### src/rtl/grid_step_controller_pkg.sv
`default_nettype none
// ============================================================================
// Module   : grid_step_controller_pkg
// Purpose  : Shared constants and types for the heat-map grid step controller.
//            Holds the node value fixed-point layout (signed Q1.4.27), the
//            default row/column field widths and the controller state
//            encoding.
// Ports    : none (package)
// Revision : 1.0 - initial release
// ============================================================================
package grid_step_controller_pkg;

   // Node value layout: signed, 4 integer bits, 27 fractional bits.
   localparam int DATA_W    = 32;
   localparam int FRAC_BITS = 27;
   localparam logic [DATA_W-1:0] FP_ZERO = 32'h0000_0000;
   localparam logic [DATA_W-1:0] FP_ONE  = 32'h0800_0000;

   // Default field widths for row and column indices.
   localparam int ROW_BITS = 8;
   localparam int COL_BITS = 8;

   // Width of a pixel intensity.
   localparam int COLOR_W = 8;

   typedef enum logic [2:0] {
      ST_INIT_WAIT  = 3'd0,
      ST_IDLE       = 3'd1,
      ST_ISSUE      = 3'd2,
      ST_ARM        = 3'd3,
      ST_WAIT_FLAGS = 3'd4,
      ST_STREAM     = 3'd5,
      ST_ADVANCE    = 3'd6,
      ST_DONE       = 3'd7
   } ctrl_state_e;

endpackage
`default_nettype wire

### src/rtl/grid_step_controller_heat_to_color.sv
`default_nettype none
// ============================================================================
// Module   : grid_step_controller_heat_to_color
// Purpose  : Combinational map from a signed fixed-point node value to an
//            8-bit intensity. Negative values clamp to 0, values at or above
//            1.0 clamp to full scale, everything in between takes the top
//            eight fractional bits.
// Ports    : value_i  - node value (signed fixed point)
//            color_o  - 8-bit intensity
// Revision : 1.0 - initial release
// ============================================================================
module grid_step_controller_heat_to_color #(
   parameter int DATA_W = grid_step_controller_pkg::DATA_W
) (
   input  logic [DATA_W-1:0] value_i,
   output logic [7:0]        color_o
);
   import grid_step_controller_pkg::*;

   localparam logic [DATA_W-1:0] C_ZERO = DATA_W'(FP_ZERO);
   localparam logic [DATA_W-1:0] C_ONE  = DATA_W'(FP_ONE);

   always_comb begin
      color_o = 8'd0;
      if ($signed(value_i) < $signed(C_ZERO)) begin
         color_o = 8'd0;
      end else if (value_i >= C_ONE) begin
         color_o = 8'hFF;
      end else begin
         color_o = value_i[FRAC_BITS-1 -: 8];
      end
   end

endmodule
`default_nettype wire

### src/rtl/grid_step_controller.sv
`default_nettype none
// ============================================================================
// Module   : grid_step_controller
// Purpose  : Initiator side of the column start/flag step handshake for the
//            heat-map grid. Waits out the column memory init, issues one-cycle
//            start pulses, collects per-column completion flags, tracks row
//            and sweep, and on display sweeps streams one pixel per active
//            column to the VGA writer over valid/ready.
// Ports    : clk, reset           - clock, synchronous active-high reset
//            enable_i             - allow new steps (sampled in IDLE)
//            height_i / width_i   - top row index / last active column index
//            max_sweeps_i         - sweeps to run, 0 = forever
//            disp_div_i           - stream on sweeps divisible by this, 0 = never
//            col_flag_i           - per-column step-done flags
//            col_value_i          - flattened node_center buses
//            start_o              - one-cycle step pulse
//            pix_*                - pixel stream (valid/ready, x, y, colour)
//            cur_row_o            - row of the current/last step
//            sweep_count_o        - completed sweeps
//            busy_o / done_o      - activity / finished status
//            error_o              - sticky flag timeout
// Revision : 1.0 - initial release
// ============================================================================
module grid_step_controller #(
   parameter int NUM_COLS = 32,
   parameter int DATA_W   = grid_step_controller_pkg::DATA_W,
   parameter int ROW_BITS = grid_step_controller_pkg::ROW_BITS,
   parameter int COL_BITS = grid_step_controller_pkg::COL_BITS,
   parameter int TIMEOUT  = 1023
) (
   input  logic                       clk,
   input  logic                       reset,
   input  logic                       enable_i,
   input  logic [ROW_BITS-1:0]        height_i,
   input  logic [COL_BITS-1:0]        width_i,
   input  logic [15:0]                max_sweeps_i,
   input  logic [7:0]                 disp_div_i,
   input  logic [NUM_COLS-1:0]        col_flag_i,
   input  logic [NUM_COLS*DATA_W-1:0] col_value_i,
   output logic                       start_o,
   output logic                       pix_valid_o,
   input  logic                       pix_ready_i,
   output logic [COL_BITS-1:0]        pix_x_o,
   output logic [ROW_BITS-1:0]        pix_y_o,
   output logic [7:0]                 pix_color_o,
   output logic [ROW_BITS-1:0]        cur_row_o,
   output logic [15:0]                sweep_count_o,
   output logic                       busy_o,
   output logic                       done_o,
   output logic                       error_o
);
   import grid_step_controller_pkg::*;

   localparam int IDX_W = (NUM_COLS > 1) ? $clog2(NUM_COLS) : 1;
   // One counter serves both the init wait (up to 2*height+6) and the timeout.
   localparam int CNT_W = ($clog2(TIMEOUT + 1) > ROW_BITS + 3) ?
                          $clog2(TIMEOUT + 1) : ROW_BITS + 3;
   localparam logic [COL_BITS-1:0] LAST_COL     = COL_BITS'(NUM_COLS - 1);
   localparam logic [CNT_W-1:0]    TIMEOUT_LAST = CNT_W'(TIMEOUT - 1);

   ctrl_state_e           state_q;
   logic [CNT_W-1:0]      cnt_q;
   logic                  start_q;
   logic                  pix_valid_q;
   logic [COL_BITS-1:0]   pix_x_q;
   logic [ROW_BITS-1:0]   pix_y_q;
   logic [7:0]            pix_color_q;
   logic [ROW_BITS-1:0]   cur_row_q;
   logic [15:0]           sweep_count_q;
   logic                  busy_q;
   logic                  done_q;
   logic                  error_q;

   logic [COL_BITS-1:0]   w_eff_w;
   logic [NUM_COLS-1:0]   w_mask;
   logic                  w_all_flags;
   logic [DATA_W-1:0]     w_vals [NUM_COLS];
   logic [IDX_W-1:0]      w_sel_idx;
   logic [7:0]            w_color;
   logic [15:0]           w_sweep_mod;
   logic                  w_disp;
   logic [15:0]           w_sweep_next;
   logic [CNT_W-1:0]      w_init_last;

   // Columns beyond the physical array are never waited on or streamed.
   assign w_eff_w = (width_i > LAST_COL) ? LAST_COL : width_i;

   genvar c;
   generate
      for (c = 0; c < NUM_COLS; c = c + 1) begin : g_cols
         assign w_mask[c] = (COL_BITS'(c) <= w_eff_w);
         assign w_vals[c] = col_value_i[c*DATA_W +: DATA_W];
      end
   endgenerate

   assign w_all_flags = &(col_flag_i | ~w_mask);

   // Colour is looked up for the pixel about to be loaded: column 0 when the
   // stream opens, the next column while streaming.
   assign w_sel_idx = (state_q == ST_STREAM) ? (IDX_W'(pix_x_q) + IDX_W'(1)) : '0;

   grid_step_controller_heat_to_color #(
      .DATA_W (DATA_W)
   ) u_heat_to_color (
      .value_i (w_vals[w_sel_idx]),
      .color_o (w_color)
   );

   assign w_sweep_mod  = sweep_count_q % {8'd0, disp_div_i};
   assign w_disp       = (disp_div_i != 8'd0) && (w_sweep_mod == 16'd0);
   assign w_sweep_next = sweep_count_q + 16'd1;
   // Init lasts 2*(height+1)+4 cycles; the counter runs 0..2*height+5.
   assign w_init_last  = CNT_W'({height_i, 1'b0}) + CNT_W'(5);

   always_ff @(posedge clk) begin
      if (reset) begin
         state_q       <= ST_INIT_WAIT;
         cnt_q         <= '0;
         start_q       <= 1'b0;
         pix_valid_q   <= 1'b0;
         pix_x_q       <= '0;
         pix_y_q       <= '0;
         pix_color_q   <= '0;
         cur_row_q     <= '0;
         sweep_count_q <= '0;
         busy_q        <= 1'b0;
         done_q        <= 1'b0;
         error_q       <= 1'b0;
      end else begin
         start_q <= 1'b0;
         case (state_q)
            ST_INIT_WAIT: begin
               if (cnt_q >= w_init_last) begin
                  state_q <= ST_IDLE;
                  cnt_q   <= '0;
                  busy_q  <= 1'b0;
               end else begin
                  cnt_q  <= cnt_q + CNT_W'(1);
                  busy_q <= 1'b1;
               end
            end
            ST_IDLE: begin
               if (enable_i) begin
                  state_q <= ST_ISSUE;
                  start_q <= 1'b1;
                  busy_q  <= 1'b1;
               end
            end
            ST_ISSUE: begin
               state_q <= ST_ARM;
            end
            ST_ARM: begin
               // Columns may still present the previous step's flags here.
               state_q <= ST_WAIT_FLAGS;
               cnt_q   <= '0;
            end
            ST_WAIT_FLAGS: begin
               if (w_all_flags) begin
                  if (w_disp) begin
                     state_q     <= ST_STREAM;
                     pix_valid_q <= 1'b1;
                     pix_x_q     <= '0;
                     pix_y_q     <= cur_row_q;
                     pix_color_q <= w_color;
                  end else begin
                     state_q <= ST_ADVANCE;
                  end
               end else if (cnt_q >= TIMEOUT_LAST) begin
                  error_q <= 1'b1;
                  done_q  <= 1'b1;
                  busy_q  <= 1'b0;
                  state_q <= ST_DONE;
               end else begin
                  cnt_q <= cnt_q + CNT_W'(1);
               end
            end
            ST_STREAM: begin
               // pix_valid_q is always high in this state, so ready alone
               // marks a transfer.
               if (pix_ready_i) begin
                  if (pix_x_q >= w_eff_w) begin
                     pix_valid_q <= 1'b0;
                     state_q     <= ST_ADVANCE;
                  end else begin
                     pix_x_q     <= pix_x_q + COL_BITS'(1);
                     pix_color_q <= w_color;
                  end
               end
            end
            ST_ADVANCE: begin
               busy_q <= 1'b0;
               if (cur_row_q == height_i) begin
                  cur_row_q     <= '0;
                  sweep_count_q <= w_sweep_next;
                  if ((max_sweeps_i != 16'd0) && (w_sweep_next == max_sweeps_i)) begin
                     state_q <= ST_DONE;
                     done_q  <= 1'b1;
                  end else begin
                     state_q <= ST_IDLE;
                  end
               end else begin
                  cur_row_q <= cur_row_q + ROW_BITS'(1);
                  state_q   <= ST_IDLE;
               end
            end
            ST_DONE: begin
               busy_q <= 1'b0;
               done_q <= 1'b1;
            end
            default: begin
               state_q <= ST_INIT_WAIT;
               cnt_q   <= '0;
            end
         endcase
      end
   end

   assign start_o       = start_q;
   assign pix_valid_o   = pix_valid_q;
   assign pix_x_o       = pix_x_q;
   assign pix_y_o       = pix_y_q;
   assign pix_color_o   = pix_color_q;
   assign cur_row_o     = cur_row_q;
   assign sweep_count_o = sweep_count_q;
   assign busy_o        = busy_q;
   assign done_o        = done_q;
   assign error_o       = error_q;

endmodule
`default_nettype wire

### config.mk
export PLATFORM = sky130hd
export DESIGN_NAME = grid_step_controller
export DESIGN_NICKNAME = d
export VERILOG_FILES = /design/src/rtl/grid_step_controller_pkg.sv /design/src/rtl/grid_step_controller_heat_to_color.sv /design/src/rtl/grid_step_controller.sv
export SDC_FILE = /design/constraint.sdc
export NUM_CORES = 1
export LEC_CHECK = 0
export ABC_AREA = 1
export CAP_MARGIN = 10
export CELL_PAD_IN_SITES_DETAIL_PLACEMENT = 1
export CELL_PAD_IN_SITES_GLOBAL_PLACEMENT = 2
export CORE_AREA = 5 5 446 448
export CTS_BUF_LIST = sky130_fd_sc_hd__clkbuf_8
export CTS_CLUSTER_SIZE = 10
export DETAILED_ROUTE_END_ITERATION = 8
export DIE_AREA = 0 0 451 453
export GPL_ROUTABILITY_DRIVEN = 0
export PLACE_DENSITY = 0.53
export SLEW_MARGIN = 20
export SYNTH_ARGS = -nofsm -noshare
export SYNTH_HDL_FRONTEND = slang
export SYNTH_SLANG_ARGS = --single-unit
export TNS_END_PERCENT = 5
### constraint.sdc
create_clock -name clk -period 50.2 [get_ports clk]
set_input_delay 12.55 -clock clk [delete_from_list [all_inputs] [get_ports clk]]
set_output_delay 12.55 -clock clk [all_outputs]
set_load 0.02 [all_outputs]
======== Yosys cells after proc, flatten, opt, wreduce, memory -nomap -nowiden ========
Cells that the tools add are included.
word-level totals
  word-level logic and storage cells ...... 156
  output and inout bits ................... 53
  register bits ........................... 67
  input port bits ......................... 1100
cells by class
  reduce and logical (&&, ||, !) cells .... 23
  muxes and demuxes ....................... 48
  bitwise operators ....................... 5
  eq/ne operators ......................... 22
  add/subtract/negate cells ............... 6
  divide/modulo/power cells ............... 1
  $lt $le $gt $ge ......................... 39
operator list
  kind                     count
  $bmux W32 S5             1
  $le A5 B8 Y1 const A     16
  $mux W8                  12
  $le A4 B8 Y1 const A     8
  $mux W32                 2
  $reduce_and A34 Y1       1
  $mux W11                 3
  $pmux W11 S3             1
  $ge A32 B28 Y1 const B   1
  $le A3 B8 Y1 const A     4
  $lt A32 B1 Y1 const B    1
  $not A32 Y32             1
  $or A32 B32 Y32          1
  $pmux W8 S2              2
  $reduce_and A32 Y1       1
  $mux W3                  8
  $ne A2 B2 Y1 const B     11
  $pmux W3 S7              1
  $add A16 B1 Y16 const B  1
  $add A8 B1 Y8 const B    2
  $eq A16 B16 Y1           1
  $le A1 B8 Y1 const A     2
  $le A2 B8 Y1 const A     2
  $logic_not A16 Y1        1
  37 further kinds         60

======== Longest topological paths before layout ========
  word-level depth ........................ 12
  gate-level depth with buffers ........... 223
  gate-level depth less buffers ........... 211

======== Cells and area by module ========
A second synthesis with hierarchy kept.
second synthesis, totals
  cell total of the unflattened synthesis .. 3684
  area total of the unflattened synthesis .. 20206.9 um^2
modules (own cells, without submodules)
  module                              area an instance (um^2)  instances  cells an instance  seq. area each (um^2)
  grid_step_controller                20099.3                  1          3663               1341.3
  grid_step_controller_heat_to_color  107.6                    1          21                 0.0

======== Worst setup path before layout ========
No wires, ideal clock.
  kind .................................... in2reg
  from .................................... input port disp_div_i[0]
  to ...................................... register pix_x_q[0] (netlist: pix_x_o[0])
  setup slack ............................. 11.111 ns
  arrival ................................. 38.976 ns
  library setup time ...................... 0.113 ns
  data required time ...................... 50.087 ns
  stages on the path ...................... 209
  buffers on the path ..................... 13
  cells stage by stage .................... inv_1 > ha_1 > or2_2 > nand3_1 > nand2_1 > nand2_1 > inv_1 > ha_1 > o21ai_0 > nand2_1 > nand2_1 > nand2_1 > nand2_1 > ha_1 > nand2_1 > nand3b_1 > nand2_1 > nand2_1 > [... 173 more ...] > a21oi_1 > nor2_1 > o41ai_1 > inv_1 > nand2_1 > nor2_4 > nand2_2 > nand2_1 > nor2_1 > nor2_1 > nand2_1 > nor2_2 > nand2_2 > nand2_4 > nand3_2 > buf_6 > nor2_1 > nor2_1
on the way
  longest elaborated chain between the ends .. 5
  elaborated cells on any way between the ends .. 6
  those cells by class .................... div (1); eq/ne (1); reduce/logical (4)
ends and longest elaborated chain
  what                           RTL line                     text
  start, declared                grid_step_controller.sv:37   input logic [7:0] disp_div_i,
  $mod A16 B8 Y16                grid_step_controller.sv:109  assign w_sweep_mod = sweep_count_q % {8'd0, disp_div_i};
  $logic_not A16 Y1              grid_step_controller.sv:110  assign w_disp = (disp_div_i != 8'd0) && (w_sweep_mod == 16'd0);
  $logic_and A1 B1 Y1 *          grid_step_controller.sv:110
  $ne A2 B2 Y1 (no line) *       n/a
  $reduce_and A5 Y1 (no line) *  n/a
  end signal, assigned           grid_step_controller.sv:185  pix_x_q <= pix_x_q + COL_BITS'(1);
  end, declared                  grid_step_controller.sv:65   logic [COL_BITS-1:0] pix_x_q;
Every way passes the cells marked *; elsewhere a longest branch is shown, timed or not.
A chain may end at the register's enable or synchronous reset.

======== Worst setup path after layout ========
  from .................................... input port disp_div_i[5]
  to ...................................... register pix_x_q[3] (netlist: pix_x_o[3])
Same word-level chain as after synthesis.

==> impl_metrics.yaml <==
global_routing:
  grt_pass1_wl_um: 136000
  antenna_found_initial: 22
  grt_pass1_vias: 20100
  track_usage: 0.0896
  grt_overflow: 0
  grt_max_degree: 47
drt:
  drtPass1Iterations: 4
  route.detailed.wl_per_inst_um: 17.3
  drt_wl_total_um: 94800
  vias: 18300
  antenna_left: 0
  drt_iter0_drc: 566
  drc: 0
  viasPerCell: 3.35
critical_path:
  end_kind: "register"
  critPathArrivalTime_ns: 45.55
  critPathMaxStageDelay_ns: 0.60
  cp_num_buf_inv: 28
  cp_slowest_cell: "nor2_1"
  path_class: "input pin to register"
  critPathMaxFanout: 21
  cpLargestDelayFamily: "simple AND/OR/NAND/NOR gates"
  crit_path_frequent_cell: "nand2_1"
  reg2reg_setup_slack_ns: 17.80
  critPathLaunchType: "input pin"
  crit_required_ns: 50.54
logic_synthesis:
  synth_area_sq_um: 14300
  synthArstFlopShare: 0
  synth_warnings: 0
  ys_seq_elements: 67
  synthTopCellsByArea: "nand2_1, ha_1, dfxtp_1"
  netlist_top_cells_count: "nand2_1, nor2_1, inv_1, o21ai_0, a21oi_1"
  synth_area_per_cell_sq_um: 5.84
  yosysTopAreaCell: "nand2_1"
  netlist.area_leader.share: 0.135
  synth_edf_count: 0
  synth_cell_types: 69
  ys.flop_type: "dfxtp_1"
  syn_inst: 2439
  synth_most_common_cell: "nand2_1"
  seq_area_frac_synth: 0.0941
timing:
  fmax_mhz: 22.1
  post-route-period-util: 0.901
  hold_ws_ns: 0.466
  setup_viol: 0
  maxSlewViolCount: 0
  grt_setup_unrepaired: "false"
  clock_skew_ns: 0.0376
  worstMarginPinSlew_ns: 1.15
  fin_crit_ns: 45.21
  final_hold_viol_count: 0
  setup_tns_ns: 0
  slew_headroom: 0.222
cells_and_area:
  area_delta_synth_final_pct: 60.6
  layout-drive-gt1-share: 0.0562
  nets: 4140
clock_network:
  h-tree-depth: 3
  clockBufferDepth: 2
  cts_tree: "yes"
  post_cts.repair.setup_buffers: 0
  cts_resized: 0
  clkLatencyLatePin_ns: 0.44
  clkTransAtPathRegs_ns: 0.13
  numCtsBuffers: 9
  ctsHoldBuffers: 0
  cts_sinks: 67
  cts-root-buf: "clkbuf_8"
floorplanning:
  dieHeight_um: 453
  io-pin-count: 1153
  die_area_sq_um: 204000
  fp.coreArea_sq_um: 194000
  dieWidth_um: 451
  fp-row-count: 162
  start_util: 0.0734
place:
  io_buffers: 544
  dp_hpwl_um: 82000
job:
  maxCapViolCount: 0
pwr:
  powerDensity_nw_per_um2: 76.1
  p_total_mw: 1.74
  ir_drop_uv: 128
  p_leak_nw: 9.13
run_status:
  status: "finished, final reports clean"
min_path:
  hold_class: "register to register"
[registers in the layout, summed over array words and instances, names as in the netlist]
name	count
busy_o	1
cnt_q	11
cur_row_o	8
done_o	1
error_o	1
pix_color_o	8
pix_valid_o	1
pix_x_o	8
pix_y_o	8
start_o	1
state_q	3
sweep_count_o	16
[metal layers]
layer / wire (um) / share of wire / global-route usage / up-vias
met3: 5150 / 0.054 / 0.0238 / 103
met1: 37500 / 0.40 / 0.0961 / 8487
met2: 48600 / 0.51 / 0.169 / 495
li1: - / - / - / 9245
met4: 3530 / 0.037 / 0.0311 / 14
met5: 75 / 0.00079 / 0 / -
[worst paths after layout]
path	start	to	cells after the start
max reg2reg	sweep_count_o[15]$_SDFFE_PP0P_	pix_x_o[3]$_SDFFE_PP0P_	193
min reg2reg	pix_valid_o$_SDFFE_PP0P_	pix_valid_o$_SDFFE_PP0P_	2
min	pix_valid_o$_SDFFE_PP0P_	pix_valid_o$_SDFFE_PP0P_	2
max	disp_div_i[5]	pix_x_o[3]$_SDFFE_PP0P_	194
[tightest hold or removal path: cells and delay by family, from the launching register on]
kind	cells	cell delay, ns
AO/OA/AOI/OAI	1	0.05
flip-flops	1	0.34
buffers and inverters	1	0.05
[cells by family after synthesis]
group                    count (synthesis)  synth area share
XOR/XNOR                                97            0.0596
buffers and inverters                  393             0.110
AND/OR/NAND/NOR                       1157             0.369
other                                    1          0.000263
AO/OA/AOI/OAI                          597             0.255
adder cells (fa/ha/maj)                127             0.112
flip-flops                              67            0.0941
[metrics by stage]
stage | std cells | util | area [sq um] | worst slack, ns
after floorplan | 2441 | - | 14300 | 11.11
after global placement | 5444 | 0.117 | 22600 | 4.00
after detailed placement | 5444 | 0.117 | 22600 | 3.76
after CTS | 5460 | 0.118 | 22900 | 4.17
after global routing | 5463 | 0.118 | 22900 | 0.621
final | 5469 | 0.118 | 22900 | 4.99
[area by class of cell]
type | count | area [sq um]
Fill cell | 23700 | 171000
Multi-Input combinational cell | 1981 | 11400
Timing Repair Buffer | 573 | 5660
Tap cell | 2542 | 3180
Sequential cell | 67 | 1350
Inverter | 281 | 1060
Clock buffer | 9 | 124
Clock inverter | 7 | 105
Antenna cell | 9 | 22.5
[layout by cell type, fill, tap and decap left out, types with 20 or more instances in the layout]
master / synthesis / final
a21oi_1: 145 / 145
clkdlybuf4s50_1: 0 / 544
nor3_1: 43 / 42
o221ai_1: 30 / 30
inv_1: 272 / 271
o22ai_1: 63 / 63
nor2_1: 289 / 287
o31ai_1: 31 / 31
xnor2_1: 39 / 39
dfxtp_1: 67 / 66
nand4_1: 36 / 36
ha_1: 126 / 125
nand3_1: 138 / 138
buf_4: 3 / 29
nand2_2: 38 / 38
nand2_1: 511 / 511
xor2_1: 58 / 58
a221oi_1: 20 / 20
o21ai_0: 196 / 196
[where the power goes]
group          internal [mW]  switching, mW
clock                 0.0289         0.0318
sequential            0.0543        0.00157
combinational          0.575           1.05
total                  0.659           1.08
No activity file was read; power rests on OpenSTA's default activity.
